<file path="src/rtl/dbus_uart_tx.sv">
// dbus_uart_tx: memory-mapped 8N1 UART transmitter on the CPU data bus.
//   Stores to DATA push bytes into a small TX FIFO. A serialiser pops each
//   byte and shifts it out LSB first at a programmable baud divisor.
//   STATUS and DIV are readable with the same one-cycle latency as ram.
// Register window (byte offsets from BASE_ADDR, addr[1:0] ignored):
//   0x0 DATA   (W) push byte, reads 0
//   0x4 STATUS (R) {count, OVF, busy, empty, full}; W1 to bit 3 clears OVF
//   0x8 DIV    (RW) clk cycles per bit, values below 2 stored as 2
//   0xC CTRL   (RW) bit0 = IE, only when DBUS_UART_IRQ_EN is defined;
//              otherwise reserved (reads 0, writes ignored)
// Build option: `define DBUS_UART_IRQ_EN adds the irq output and CTRL register.

module dbus_uart_tx #(
  parameter logic [15:0] BASE_ADDR   = 16'hF000,
  parameter int          FIFO_AW     = 2,
  parameter logic [15:0] DEFAULT_DIV = 16'd139
) (
  input  logic        clk,
  input  logic        rst,
  input  logic [15:0] dbus_addr,
  input  logic [31:0] dbus_write,
  input  logic        dbus_wen,
  output logic [31:0] dbus_read,
  output logic        tx
`ifdef DBUS_UART_IRQ_EN
  ,
  output logic        irq
`endif
);

  localparam int DEPTH = 1 << FIFO_AW;

  localparam logic [FIFO_AW:0]   CNT_FULL = (FIFO_AW + 1)'(DEPTH);
  localparam logic [FIFO_AW:0]   CNT_ONE  = (FIFO_AW + 1)'(1);
  localparam logic [FIFO_AW-1:0] PTR_ONE  = FIFO_AW'(1);

  localparam logic [1:0] OFF_DATA   = 2'd0;
  localparam logic [1:0] OFF_STATUS = 2'd1;
  localparam logic [1:0] OFF_DIV    = 2'd2;
  localparam logic [1:0] OFF_CTRL   = 2'd3;

  typedef enum logic [1:0] {
    S_IDLE,
    S_START,
    S_DATA,
    S_STOP
  } state_t;

  // Bus decode
  logic       sel;
  logic [1:0] off;
  logic       wr_data;
  logic       wr_status;
  logic       wr_div;

  // FIFO
  logic [7:0]         mem [DEPTH];
  logic [FIFO_AW-1:0] wptr;
  logic [FIFO_AW-1:0] rptr;
  logic [FIFO_AW:0]   count;
  logic               full;
  logic               empty;
  logic               push;
  logic               pop;

  // Control registers
  logic        ovf;
  logic [15:0] div;

  // Serialiser
  state_t      state;
  state_t      state_n;
  logic [15:0] bcnt;
  logic [15:0] bcnt_n;
  logic [2:0]  bidx;
  logic [2:0]  bidx_n;
  logic [7:0]  sh;
  logic [7:0]  sh_n;
  logic [15:0] div_l;
  logic [15:0] div_l_n;
  logic        bit_end;
  logic        busy;

  logic [31:0] rdata_n;

`ifdef DBUS_UART_IRQ_EN
  logic ie;
  logic wr_ctrl;
`endif

  assign sel       = (dbus_addr[15:4] == BASE_ADDR[15:4]);
  assign off       = dbus_addr[3:2];
  assign wr_data   = sel && dbus_wen && (off == OFF_DATA);
  assign wr_status = sel && dbus_wen && (off == OFF_STATUS);
  assign wr_div    = sel && dbus_wen && (off == OFF_DIV);
`ifdef DBUS_UART_IRQ_EN
  assign wr_ctrl   = sel && dbus_wen && (off == OFF_CTRL);
`endif

  // Full is judged on the registered count, so a same-cycle pop never
  // makes room for a push into a full FIFO.
  assign full  = (count == CNT_FULL);
  assign empty = (count == '0);
  assign push  = wr_data && !full;
  assign busy  = (state != S_IDLE);

  assign bit_end = (bcnt == div_l - 16'd1);

  // FIFO storage: written on accepted pushes only.
  // NOTE: the storage array is deliberately not reset; valid entries are
  // tracked by the pointers and count, which are reset.
  always_ff @(posedge clk) begin
    if (push) begin
      mem[wptr] <= dbus_write[7:0];
    end
  end

  // FIFO pointers and occupancy count.
  // NOTE: state registers use non-blocking assignments so every flop sees
  // the pre-edge values of the others, whatever order the blocks run in.
  always_ff @(posedge clk or posedge rst) begin
    if (rst) begin
      wptr  <= '0;
      rptr  <= '0;
      count <= '0;
    end else begin
      if (push) begin
        wptr <= wptr + PTR_ONE;
      end
      if (pop) begin
        rptr <= rptr + PTR_ONE;
      end
      unique case ({push, pop})
        2'b10:   count <= count + CNT_ONE;
        2'b01:   count <= count - CNT_ONE;
        default: count <= count;
      endcase
    end
  end

  // Overflow flag and baud divisor registers.
  always_ff @(posedge clk or posedge rst) begin
    if (rst) begin
      ovf <= 1'b0;
      div <= DEFAULT_DIV;
    end else begin
      // A dropped byte in the same cycle as a clear leaves OVF set.
      if (wr_data && full) begin
        ovf <= 1'b1;
      end else if (wr_status && dbus_write[3]) begin
        ovf <= 1'b0;
      end
      if (wr_div) begin
        div <= (dbus_write[15:0] < 16'd2) ? 16'd2 : dbus_write[15:0];
      end
    end
  end

  // Serialiser state and datapath registers.
  always_ff @(posedge clk or posedge rst) begin
    if (rst) begin
      state <= S_IDLE;
      bcnt  <= '0;
      bidx  <= '0;
      sh    <= '0;
      div_l <= DEFAULT_DIV;
    end else begin
      state <= state_n;
      bcnt  <= bcnt_n;
      bidx  <= bidx_n;
      sh    <= sh_n;
      div_l <= div_l_n;
    end
  end

  // Serialiser next state, pop request and line level. tx decodes straight
  // from the state, so an asynchronous reset returns the line high at once.
  // NOTE: every output of this block gets a default first so no path can
  // leave a value unassigned and infer a latch.
  always_comb begin
    state_n = state;
    bcnt_n  = bcnt;
    bidx_n  = bidx;
    sh_n    = sh;
    div_l_n = div_l;
    pop     = 1'b0;
    tx      = 1'b1;
    unique case (state)
      S_IDLE: begin
        if (!empty) begin
          pop     = 1'b1;
          sh_n    = mem[rptr];
          div_l_n = div;
          bcnt_n  = '0;
          state_n = S_START;
        end
      end
      S_START: begin
        tx = 1'b0;
        if (bit_end) begin
          bcnt_n  = '0;
          bidx_n  = '0;
          state_n = S_DATA;
        end else begin
          bcnt_n = bcnt + 16'd1;
        end
      end
      S_DATA: begin
        tx = sh[0];
        if (bit_end) begin
          bcnt_n = '0;
          sh_n   = {1'b0, sh[7:1]};
          if (bidx == 3'd7) begin
            state_n = S_STOP;
          end else begin
            bidx_n = bidx + 3'd1;
          end
        end else begin
          bcnt_n = bcnt + 16'd1;
        end
      end
      S_STOP: begin
        if (bit_end) begin
          bcnt_n  = '0;
          state_n = S_IDLE;
        end else begin
          bcnt_n = bcnt + 16'd1;
        end
      end
      default: begin
        state_n = S_IDLE;
      end
    endcase
  end

  // Read mux for the address presented this cycle; registered below.
  always_comb begin
    rdata_n = '0;
    if (sel) begin
      unique case (off)
        OFF_DATA: rdata_n = '0;
        OFF_STATUS: begin
          rdata_n[8+FIFO_AW:8] = count;
          rdata_n[3]           = ovf;
          rdata_n[2]           = busy;
          rdata_n[1]           = empty;
          rdata_n[0]           = full;
        end
        OFF_DIV: rdata_n = {16'b0, div};
        OFF_CTRL: begin
`ifdef DBUS_UART_IRQ_EN
          rdata_n[0] = ie;
`else
          rdata_n = '0;
`endif
        end
        default: rdata_n = '0;
      endcase
    end
  end

  // Registered read data, giving the bus one cycle of read latency.
  always_ff @(posedge clk or posedge rst) begin
    if (rst) begin
      dbus_read <= '0;
    end else begin
      dbus_read <= rdata_n;
    end
  end

`ifdef DBUS_UART_IRQ_EN
  // Interrupt enable and registered TX-drained interrupt.
  always_ff @(posedge clk or posedge rst) begin
    if (rst) begin
      ie  <= 1'b0;
      irq <= 1'b0;
    end else begin
      if (wr_ctrl) begin
        ie <= dbus_write[0];
      end
      irq <= ie && empty && !busy;
    end
  end
`endif

endmodule
</file>
<file path="config.mk">
export PLATFORM = sky130hd
export DESIGN_NAME = dbus_uart_tx
export DESIGN_NICKNAME = d
export VERILOG_FILES = /design/src/rtl/dbus_uart_tx.sv
export SDC_FILE = /design/constraint.sdc
export NUM_CORES = 1
export LEC_CHECK = 0
export CAP_MARGIN = 10
export CORE_MARGIN = 2
export CORE_UTILIZATION = 50
export CTS_CLUSTER_DIAMETER = 150
export DETAILED_ROUTE_END_ITERATION = 10
export PLACE_DENSITY = 0.85
export SETUP_SLACK_MARGIN = 0.1
export SLEW_MARGIN = 0
export SYNTH_ARGS = -nofsm -noshare
export SYNTH_HDL_FRONTEND = slang
export SYNTH_SLANG_ARGS = --single-unit
</file>
<file path="constraint.sdc">
create_clock -name clk -period 4 [get_ports clk]
set_input_delay 1 -clock clk [delete_from_list [all_inputs] [get_ports clk]]
set_output_delay 1 -clock clk [all_outputs]
set_load 0.02 [all_outputs]
</file>
; ---- Word-level counts from Yosys, hierarchy flattened
; Memory sizes are Yosys's and may differ from the RTL's.
; Index checks and enable logic that the tools add are counted.
[totals]
reg_bits = 101
ramBits = 32
n_memories = 1
[mem_list]
columns = name, words, width, read_ports, rd_ports_with_merged_regs, wr, line_no
row1 = mem, 4, 8, 1, 0, 1, 57  ; logic [7:0] mem [DEPTH];
[classes]
addsub = 7
magnitude_cmp = 1
n_eq_ne = 18
mux = 30
n_bitwise = 1
reduce_logical = 22
[op_table]
columns = cell, count
row1 = 16-bit two-way mux, 4
row2 = 16-bit case mux with 2 select lines, 1
row3 = 16-bit by 1-bit adder with 16-bit output (second input constant), 1
row4 = 16-bit equality test, 1
row5 = 16-bit by 2-bit less-than comparator with 1-bit output (second input constant), 1
row6 = 8-bit two-way mux, 2
row7 = 8-bit case mux with 2 select lines, 1
row8 = 16-bit by 1-bit subtractor with 16-bit output (second input constant), 1
row9 = 12-bit equality test (second input constant), 1
row10 = 2-bit inequality test (second input constant), 6
row11 = 3-bit case mux with 2 select lines, 2
row12 = 4-bit case mux with 3 select lines, 1
row13 = 2-bit equality test (second input constant), 5
row14 = 2-bit two-way mux, 5
row15 = 2-bit nonzero test, 5
row16 = 3-bit two-way mux, 3
row17 = 3-bit case mux with 3 select lines, 1
row18 = 2-bit case mux with 4 select lines, 1
row19 = 1-bit logical AND, 7
row20 = 3-bit by 1-bit adder with 3-bit output (second input constant), 2
row21 = 2-bit by 1-bit equality test with 1-bit output (second input constant), 3
row22 = 3-bit equality test (second input constant), 2
row23 = 1-bit two-way mux, 6
row24 = 5-bit two-way mux, 1
row25 = 14 further kinds, 16

; ---- Depth between registers and ports, before layout
; Gate-level depths: netlist (run 1).
[depth]
ltp_word = 6
depth_mapped = 12
depth_no_buf = 10

; ---- Worst setup path before layout (run 1)
; Ideal clock, no wire load.
[synth_path]
path_type = input port to flip-flop
start = in dbus_addr[5]
end = reg count[2]
setup_time_ps = 125
arrival_time_ps = 3052
setup_slack_ps = 823
cell_stages = 10
path_buffers = 0
path_cell_list = nor4b_1 > nand4_1 > nor4_1 > inv_1 > ha_1 > inv_1 > fa_1 > xor2_1 > nor2_1 > xor2_1
[synth_between]
elab_chain_cells = 6
elab_cells_between_ends = 8
cone_classes = 3 x eq/ne / 1 x mux / 4 x reduce/logical
[synth_rtl]
columns = item, line_no
row1 = from (decl), 20  ; input logic [15:0] dbus_addr,
row2 = 12-bit equality test (*), 91  ; assign sel = (dbus_addr[15:4] == BASE_ADDR[15:4]);
row3 = 1-bit logical AND (*) (2 in a row), 93  ; assign wr_data = sel && dbus_wen && (off == OFF_DATA);
row4 = 1-bit logical AND (*), 104  ; assign push = wr_data && !full;
row5 = 2-bit by 1-bit equality test with 1-bit output or 2-bit equality test (tied branches), 133  ; unique case ({push, pop})
row6 = 3-bit case mux with 2 select lines or 2-bit nonzero test (tied branches), -
row7 = to (signal assigned), 134  ; 2'b10: count <= count + CNT_ONE;
row8 = to (signal assigned), 135  ; 2'b01: count <= count - CNT_ONE;
row9 = to (signal assigned), 136  ; default: count <= count;
row10 = to (decl), 60  ; logic [FIFO_AW:0] count;
; Mark *: on every way between the ends. The rest lies on a longest branch, timed or not.
; A chain may end at the register's enable or synchronous reset.

; ---- Worst setup path after layout (run 1)
[layout_path]
start = reg div_l[0]
end = reg bidx[0]
[layout_between]
elab_chain_cells = 4
elab_cells_between_ends = 5
cone_classes = 1 x add/sub / 3 x eq/ne / 1 x reduce/logical
[layout_rtl]
columns = item, line_no
row1 = from (decl), 79  ; logic [15:0] div_l;
row2 = from (signal assigned), 172  ; div_l <= div_l_n;
row3 = 16-bit by 1-bit subtractor with 16-bit output (*), 107  ; assign bit_end = (bcnt == div_l - 16'd1);
row4 = 16-bit equality test (*), 107
row5 = 2-bit inequality test (no line), -
row6 = 4-bit AND reduction (no line) (*), -
row7 = to (signal assigned), 170  ; bidx <= bidx_n;
row8 = to (decl), 75  ; logic [2:0] bidx;
; Marks and branches as above.

==> metrics list, run 1 <==
* Result of the run: finished, final reports clean
* Portion of the post-synthesis area used by sequential elements: 54.1%
- Worst Hold End: div_l[3]$_DFFE_PP1P_
* Post-route clock skew: 0.00709 ns
* Type of element launching the critical path: register
- The clock network accounts for 35.8% of the total power.
* Wire length of the first global-routing pass: 21,900 um
- Post-synthesis cell count: 510
* Layout Area Growth over Synthesis: 20.2%
- Top library cells by usage in the layout, fill and taps aside: sky130_fd_sc_hd__dfrtp_1, sky130_fd_sc_hd__nand2_1, sky130_fd_sc_hd__clkdlybuf4s50_1
* Final Util: 61.0%
- Initial antenna violation count: 0
- Of all flip-flops after synthesis, the portion carrying an async set or reset was 72.6%.
* Worst reg-to-reg path cell count: 10
- Min-delay src: div[3]$_DFFE_PP1P_
- GP Congestion: 0.906
* Number of primary I/O pins: 84
- The die covers 12,300 um^2.
- The share of total power dissipated in sequential elements is 36.5%.
- VDD sags by at most 414 uV.
* TritonCTS clock tree: done
* Detailed-routing iteration count for the pre-antenna-repair pass: 4
- After layout, the minimum clock period comes to 3.43 ns.
* Critical path data required time: 4.31 ns
* Total Wirelength: 13,200 um
- Headroom to the max-slew limit came out at 32.8%.
- Power density cells: 609 nW/um^2
- In this run the power spent charging and discharging nets is 1480 uW.
- The final layout contains 627 nets.
* Total number of yosys warnings: 0
- The H-tree was split into 4 levels.
- Post-CTS repair changed the size of 0 cells.
* Height of the die: 111 um
- The initial utilization of the core area, before any placement, comes to 50.8%.
- After clock tree synthesis, the clock-pin slew on the worst setup and hold paths is 0.06 ns.
* Max cap viols: 0
* Max Buffers Root-to-Sink: 2
- The startpoint identified for the worst register-to-register timing path is div_l[0]$_DFFE_PP1P_.
* N_diodes: 0
* Post-Syn Area per Cell: 11.2 um^2
- Number of setup buffers added after CTS: 0
- Average routed wire per standard cell: 18.4 um
* Worst R2R End: bidx[0]$_DFFE_PP0P_
* Flip-flop and latch count after synthesis: 117
- Highest achievable clock rate: 0.291 GHz
* Pin count of the biggest net entering global routing: 35
* Number of violations reported at the end of detailed-routing iteration 0: 236
- The number of global-route vias before repair is 4,264.
- Setup repair after global routing left no endpoint under its margin.
- Worst hold path class: reg2reg
* Remaining global-route overflow: 0
* Library cell with the largest summed area after synthesis: sky130_fd_sc_hd__dfrtp_1
- Largest fanout on the critical path: 7
* Port bufs: 49
- Vias per inst: 5.91
- Leading cell type in the layout, fill and taps excluded: sky130_fd_sc_hd__dfrtp_1
- Number of distinct library cells after synthesis: 62
- EDFF count, synth: 32
- Clk root buf: sky130_fd_sc_hd__clkbuf_16
* Cts hold-fix bufs: 0
- Combinational share of power: 27.7%
* Floorplan core area: 11,300 um^2
- Number of instances on the worst hold path: 2
* Layout cell share with drive strength beyond 1: 14.1%
- The final hold violation count is 0.
- The count of nets left with antenna violations once routing finished came out at 0.
* Area share of the largest cell type after synthesis: 33.7%
- The count of pins over their slew limit is 0.
* Type of the setup path with the least slack: reg2reg
- Final Cell Area: 6880 um^2
- Clk Latency, worst-skew pair: 0.42 ns
- Register-to-register setup slack: 0.57 ns
* DP Area: 6280 um^2
- Setup total negative slack on the finished layout was measured at 0 ns.
* Arrival time worst endpoint: 3.74 ns
- Die X: 111 um
- In the routed design, unresolved DRC markers number 0.
- Cell types occupying the most area after synthesis: sky130_fd_sc_hd__dfrtp_1, sky130_fd_sc_hd__edfxtp_1, sky130_fd_sc_hd__nand2_1
- TritonCTS created 17 clock buffers.
* Transition time at the pin with the least slew margin: 1.01 ns
* Most instantiated flip-flop cell in the synthesis netlist: sky130_fd_sc_hd__dfrtp_1
- After synthesis the cells add up to 5720 um^2.
- Overall fraction of global-route tracks in use: 22.7%
- Share of the cycle needed by the critical path after routing: 85.8%
* Sum of net half-perimeters after detailed placement: 8920 um
- Clk sink count: 117
- Of the total power, the share spent switching nets is 35.4%.
- Cell internal power was estimated by the tool at 2700 uW.
- Leak Pwr: 0.00299 uW
- Final number of setup-violating endpoints: 0
- Row cnt: 39
* Total number of vias: 4,245
- The worst setup path is captured at a register.
[Yosys cell counts (3+ instances only)]
cell type / count
sky130_fd_sc_hd__a211oi_1: 3
sky130_fd_sc_hd__a21oi_1: 16
sky130_fd_sc_hd__a221oi_1: 6
sky130_fd_sc_hd__a22oi_1: 9
sky130_fd_sc_hd__a31oi_1: 20
sky130_fd_sc_hd__and2_1: 14
sky130_fd_sc_hd__and3_1: 10
sky130_fd_sc_hd__buf_2: 3
sky130_fd_sc_hd__buf_4: 18
sky130_fd_sc_hd__clkbuf_1: 14
sky130_fd_sc_hd__dfrtp_1: 77
sky130_fd_sc_hd__dfstp_2: 8
sky130_fd_sc_hd__edfxtp_1: 32
sky130_fd_sc_hd__ha_1: 13
sky130_fd_sc_hd__inv_1: 26
sky130_fd_sc_hd__mux2_2: 18
sky130_fd_sc_hd__mux2i_1: 3
sky130_fd_sc_hd__mux4_2: 8
sky130_fd_sc_hd__nand2_1: 59
sky130_fd_sc_hd__nand2b_1: 14
sky130_fd_sc_hd__nand3_1: 9
sky130_fd_sc_hd__nand4_1: 3
sky130_fd_sc_hd__nand4b_1: 3
sky130_fd_sc_hd__nor2_1: 32
sky130_fd_sc_hd__nor2b_1: 3
sky130_fd_sc_hd__nor3_1: 9
sky130_fd_sc_hd__nor4_1: 7
sky130_fd_sc_hd__o21ai_0: 11
sky130_fd_sc_hd__or3_1: 4
sky130_fd_sc_hd__xnor2_1: 10
sky130_fd_sc_hd__xor2_1: 10
[final cells by class]
| type | count | area (um^2) |
|---|---|---|
| clock buffers | 17 | 425 |
| clock inverters | 15 | 174 |
| fillers | 778 | 4400 |
| repair buffers | 55 | 536 |
| inverters | 26 | 98.8 |
| flip-flops and latches | 117 | 3100 |
| multi-input cells | 345 | 2370 |
| well taps | 143 | 179 |
[kinds of logic (layout without fill, tap and decap cells)]
kind of cell	after synthesis	count (layout)	synth area share, %
compound gates	85	85	10.2
other cells	1	16	0.0655
fa+ha+maj	14	14	3.19
mux	30	30	7.48
buf+inv	63	113	5.51
simple gates	180	180	16.4
flops	117	117	54.1
xor+xnor	20	20	3.06
[worst max-delay path by stage]
stage,from,endpoint,slack [ns],cells past startpoint
final,div_l[0]$_DFFE_PP1P_,bidx[0]$_DFFE_PP0P_,0.57,10
after global routing,div_l[1]$_DFFE_PP1P_,bcnt[7]$_DFFE_PP0P_,0.28,10
after CTS,div_l[0]$_DFFE_PP1P_,bidx[0]$_DFFE_PP0P_,0.58,10
after detailed placement,div_l[0]$_DFFE_PP1P_,bidx[0]$_DFFE_PP0P_,0.58,10
after global placement,dbus_addr[5],count[2]$_DFFE_PP0P_,0.64,11
after floorplan,rst,bcnt[0]$_DFFE_PP0P_,0.82,1
[per-stage QoR]
stage | hold WS [ns] | power [uW] | worst slack, ns | std cells
after floorplan | 0.438 | 2410 | 0.820 | 525
after global placement | 0.456 | 2600 | 0.639 | 686
after detailed placement | 0.466 | 2670 | 0.575 | 686
after CTS | 0.482 | 4190 | 0.575 | 718
after global routing | 0.511 | 4400 | 0.284 | 718
final | 0.484 | 4190 | 0.567 | 718
[critical path: stages, from the launching register on]
cell	delay (ns)
sky130_fd_sc_hd__dfstp_2	0.38
sky130_fd_sc_hd__inv_1	0.07
sky130_fd_sc_hd__ha_1	0.24
sky130_fd_sc_hd__or3b_1	0.45
sky130_fd_sc_hd__nor4_4	0.28
sky130_fd_sc_hd__mux2_2	0.38
sky130_fd_sc_hd__a31oi_1	0.19
sky130_fd_sc_hd__a41oi_2	0.10
sky130_fd_sc_hd__or3_1	0.55
sky130_fd_sc_hd__a211oi_4	0.34
sky130_fd_sc_hd__mux2_4	0.33
[power by group through the flow]
stage               combinational, uW  clock, uW  sequential, uW
finish                           1160       1500            1530
global route                     1280       1570            1550
CTS                              1150       1510            1530
detailed placement               1130          0            1550
global placement                 1060          0            1540
floorplan                         956          0            1460
[per-layer routing]
| metal | vias up | routed length (um) | GRT usage [%] | part of all wire, % |
|---|---|---|---|---|
| li1 | 1906 | - | - | - |
| met1 | 2096 | 5080 | 27.6 | 38 |
| met2 | 210 | 6770 | 38.3 | 51 |
| met3 | 33 | 898 | 5.30 | 6.8 |
| met4 | 0 | 454 | 11.1 | 3.4 |
| met5 | - | 0 | 0 | 0 |
[sequential cells by signal, summed over array words and instances (netlist names)]
name,count
bcnt,16
bidx,3
count,3
dbus_read,16
div,16
div_l,16
mem,32
ovf,1
rptr,2
sh,8
state,2
wptr,2
Note: power is estimated with default switching activity, not from simulation.
==> run 2, diff against run 1 <==
- CTS_BUF_LIST: not set -> sky130_fd_sc_hd__clkbuf_16
==> results of run 2 <==
No change in the layout: final DEF, timing and power equal those of run 1.
==> run 3, diff against run 2 <==
- ABC_AREA: not set -> 1
- CAP_MARGIN: 10 -> 20
- PLACE_DENSITY: 0.85 -> 0.74
==> run 3 against run 2 <==
  * Sequential share of layout area is 2.0 points lower
  * Utilization is 0.54 points lower
  * First-iteration DRC count up 21%
  * Combinational power increased by 8%
  * Count of clock-buffer cells in the layout did not move
  * Sequential cell count is the same
  * Clock power decreased by 5%
  * Clock skew shrank 0.0019 ns
  * Synthesized area up 5.8%
  * Critical path type is now in2reg
  * Largest power group unchanged
==> metrics list, run 3 <==
* Most instantiated flip-flop cell in the synthesis netlist: sky130_fd_sc_hd__dfrtp_1 (unchanged)
- Die X: 114 um (was 111 um)
* Total Wirelength: 13,500 um (was 13,200 um)
- Critical register-to-register path startpoint: state[0]$_DFFE_PP0P_ (was div_l[0]$_DFFE_PP1P_)
* Flip-flop and latch count after synthesis: 117 (unchanged)
- Leak Pwr: 0.00321 uW (was 0.00299 uW)
- The die outline height came to 114 um (was 111 um).
- Share of the cycle needed by the critical path after routing: 79.9% (was 85.8%)
* Residual DRC count: 0 (unchanged)
* Portion of the post-synthesis area used by sequential elements: 51.2% (was 54.1%)
- The register with the highest flop count is mem (unchanged).
* Total number of vias: 4,852 (was 4,245)
- The critical path's slowest cell was sky130_fd_sc_hd__fa_1 (was sky130_fd_sc_hd__or3_1).
- The maximum fanout encountered on the critical timing path came to 5 (was 7).
* Port bufs: 49 (unchanged)
- Setup TNS after final layout: 0 ns (unchanged)
* Pin count of the biggest net entering global routing: 55 (was 35)
- Fin. max-slew vios: 0 (unchanged)
- The final hold violation count came to 0 (unchanged).
- Highest achievable clock rate: 0.313 GHz (was 0.291 GHz)
* Remaining global-route overflow: 0 (unchanged)
- The clock tree from TritonCTS was done (unchanged).
- Total placed cells including tap cells: 894 (was 686)
- Detailed-routing iteration count for the pre-antenna-repair pass: 5 (was 4)
* Power density cells: 584 nW/um^2 (was 609 nW/um^2)
- Layout cell share with drive strength beyond 1: 10.0% (was 14.1%)
* Initial antenna violation count: 0 (unchanged)
- EDFF count, synth: 32 (unchanged)
- The count of different cell masters after synthesis came to 41 (was 62).
* Min-delay src: sh[2]$_DFFE_PP0P_ (was div[3]$_DFFE_PP1P_)
* Worst relative slew slack: 38.4% (was 32.8%)
- The total power after layout came to 4210 uW (was 4190 uW).
- The source-to-sink clock delay at the later pin of the worst-skew pair is 0.42 ns (about the same).
- Beginning of the critical path: dbus_addr[9] (was div_l[0]$_DFFE_PP1P_)
- The worst reg-to-reg setup slack is 1.28 ns (was 0.57 ns).
- Total number of yosys warnings: 0 (unchanged)
- The arrival time of the worst setup path is 3.53 ns (was 3.74 ns).
- The number of gates resized after CTS is 0 (unchanged).
- Post-route clock skew: 0.00522 ns (was 0.00709 ns)
- Layout Area Growth over Synthesis: 19.0% (was 20.2%)
- The async set or reset register ratio after synthesis was 72.6% (unchanged).
- The most instantiated library cell after synthesis is sky130_fd_sc_hd__nand2_1 (was sky130_fd_sc_hd__dfrtp_1).
* Average routed wire per standard cell: 14.6 um (was 18.4 um)
* Max cap viols: 0 (unchanged)
- Cell occurring most often along the worst timing path: sky130_fd_sc_hd__inv_1
- Kind of end point of the critical path: register (unchanged)
- The final weighted congestion in routability-driven placement came to 0.919 (was 0.906).
* Type of element launching the critical path: primary input (was register)
- Number of CTS-inserted buffers: 17 (unchanged)
- Row cnt: 40 (was 39)
- Clk sink count: 117 (unchanged)
- The count of endpoints failing setup in the final report was 0 (unchanged).
- The number of post-CTS setup repair buffers is 0 (unchanged).
- Time the worst path needs with I/O delays and setup: 3.20 ns (was 3.43 ns)
* Net count of the finished layout: 831 (was 627)
- Cell types occupying the most area after synthesis: sky130_fd_sc_hd__dfrtp_1, sky130_fd_sc_hd__edfxtp_1, sky130_fd_sc_hd__nand2_1 (unchanged).
* Worst Slack Setup Final: 0.803 ns (was 0.567 ns)
- Type of the setup path with the least slack: in2reg (was reg2reg)
- The largest stage delay on the critical path was 0.41 ns (was 0.55 ns).
- The global-route wire length before repair is 22,700 um (was 21,900 um).
- The via density per instance came to 5.25 (was 5.91).
- The root buffer cell is sky130_fd_sc_hd__clkbuf_16 (unchanged).
- Ranking of synthesized cells by instance count: sky130_fd_sc_hd__nand2_1, sky130_fd_sc_hd__inv_1, sky130_fd_sc_hd__dfrtp_1 (was sky130_fd_sc_hd__dfrtp_1, sky130_fd_sc_hd__nand2_1, sky130_fd_sc_hd__edfxtp_1, sky130_fd_sc_hd__nor2_1, sky130_fd_sc_hd__inv_1).
- Result of the run: finished, final reports clean (unchanged).
- Library cell with the largest summed area after synthesis: sky130_fd_sc_hd__dfrtp_1 (unchanged)
- The synthesized instance count came to 708 (was 510).
* Cells along the critical path: clkdlybuf4s50_1 -> nor2_1 -> nand2_1 -> nor3_1 -> nand2_1 -> nor3_1 -> inv_1 -> nor2_1 -> inv_1 -> ha_1 -> inv_1 -> fa_1 -> o21ai_0 (was inv_1 -> ha_1 -> or3b_1 -> nor4_4 -> mux2_2 -> a31oi_1 -> a41oi_2 -> or3_1 -> a211oi_4 -> mux2_4)
* Final Util: 60.5% (was 61.0%)
* Sum of net half-perimeters after detailed placement: 9910 um (was 8920 um)
- Clock input transition at the sequential cells of the worst setup and hold paths: 0.05 ns (was 0.06 ns)
- The floorplan core area was 11,900 um^2 (was 11,300 um^2).
- The H-tree depth reported by CTS is 4 (unchanged).
- The number of top-level pins came to 84 (unchanged).
- The number of cells in the finished layout apart from fillers is 925 (was 718).
- The iteration-0 DRC count of the detailed router came to 286 (was 236).
- The post-synthesis area per instance came to 8.55 um^2 (was 11.2 um^2).
- Cts hold-fix bufs: 0 (unchanged)
* Max Buffers Root-to-Sink: 2 (unchanged)
- Die Area: 13,000 um^2 (was 12,300 um^2)
* Worst hold path class: reg2reg (unchanged)
* N_diodes: 0 (unchanged)
* Worst path top cell family by delay: simple AND/OR/NAND/NOR gates (unchanged)
- The worst setup timing slack at the placement stage came to 0.372 ns (was 0.575 ns).
- Leading cell type in the layout, fill and taps excluded: sky130_fd_sc_hd__nand2_1 (was sky130_fd_sc_hd__dfrtp_1)
- Transition time at the pin with the least slew margin: 0.923 ns (was 1.01 ns)
- Top library cells by usage in the layout, fill and taps aside: sky130_fd_sc_hd__nand2_1, sky130_fd_sc_hd__inv_1, sky130_fd_sc_hd__dfrtp_1 (was sky130_fd_sc_hd__dfrtp_1, sky130_fd_sc_hd__nand2_1, sky130_fd_sc_hd__clkdlybuf4s50_1)
- Critical path data required time: 4.34 ns (was 4.31 ns)
- The total routing resource utilization after global routing is 22.7% (about the same).
* Bufs and invs on worst path: 4 (was 1)
- Initial cell density of the core: 50.8% (about the same)
* Post-synth design cell area: 6050 um^2 (was 5720 um^2)
- Vias in the first global route: 4,678 (was 4,264)
* Flip-flop count of the largest register, all copies and words added: 32 (unchanged)
- Area share of the largest cell type after synthesis: 31.8% (was 33.7%)
- The maximum ir drop on the vdd rail is 359 uV (was 414 uV).
* Unrepaired setup endpoints after global routing: no (unchanged)
- Count of antenna-violating nets left after detailed routing: 0 (unchanged)
==> run 3: where the power goes <==
| part | switching [uW] | internal, uW |
|---|---|---|
| combinational | 804 | 445 |
| clock | 563 | 855 |
| sequential | 165 | 1380 |
==> run 3: path summary, 6_finish.rpt <==
kind | end | depth (start not counted)
setup / recovery | count[1]$_DFFE_PP0P_ | 13
hold / removal | sh[2]$_DFFE_PP0P_ | 2
setup reg to reg | count[2]$_DFFE_PP0P_ | 10
hold reg to reg | sh[2]$_DFFE_PP0P_ | 2
max in group asynchronous | div_l[3]$_DFFE_PP1P_ | 3
min in group asynchronous | dbus_read[13]$_DFF_PP0_ | 2
==> run 3: area by class of cell <==
cell class / instances / area, um^2
clock buffers: 17 / 425
clock inverters: 14 / 130
fillers: 1015 / 4710
inverters: 81 / 305
multi-input cells: 493 / 2520
flip-flops and latches: 117 / 3100
well taps: 147 / 184
repair buffers: 56 / 543
==> run 3: per-stage QoR <==
step	area, um^2	hold WS [ns]
6_report	7200	0.480
5_1_grt	7200	0.507
4_1_cts	7200	0.482
3_5_place_dp	6650	0.468
3_3_place_gp	6650	0.461
2_1_floorplan	6110	0.450
==> run 3: logic make-up (layout without fill, tap and decap cells) <==
family,after synthesis,count (layout),share of synthesized area [%]
AO/OA/AOI/OAI,100,100,9.55
XOR/XNOR,25,25,3.62
adder cells (fa/ha/maj),14,14,3.02
buffers and inverters,113,168,8.20
flip-flops,117,117,51.2
multiplexers,1,1,0.186
other,1,16,0.0619
AND/OR/NAND/NOR,337,337,24.2
==> run 3: tightest hold or removal path: stages (launching register included) <==
cell,delay [ns]
sky130_fd_sc_hd__dfrtp_1,0.34
sky130_fd_sc_hd__nand2_1,0.06
sky130_fd_sc_hd__o21ai_2,0.05
==> run 3: metal layers <==
metal  global-route usage (%)  up-vias  share of wire, %
li1                         -     2384                 -
met2                     36.4      175                48
met3                     6.54       26               6.5
met1                     29.0     2267                43
met4                     9.59        0               2.2
met5                        0        -                 0
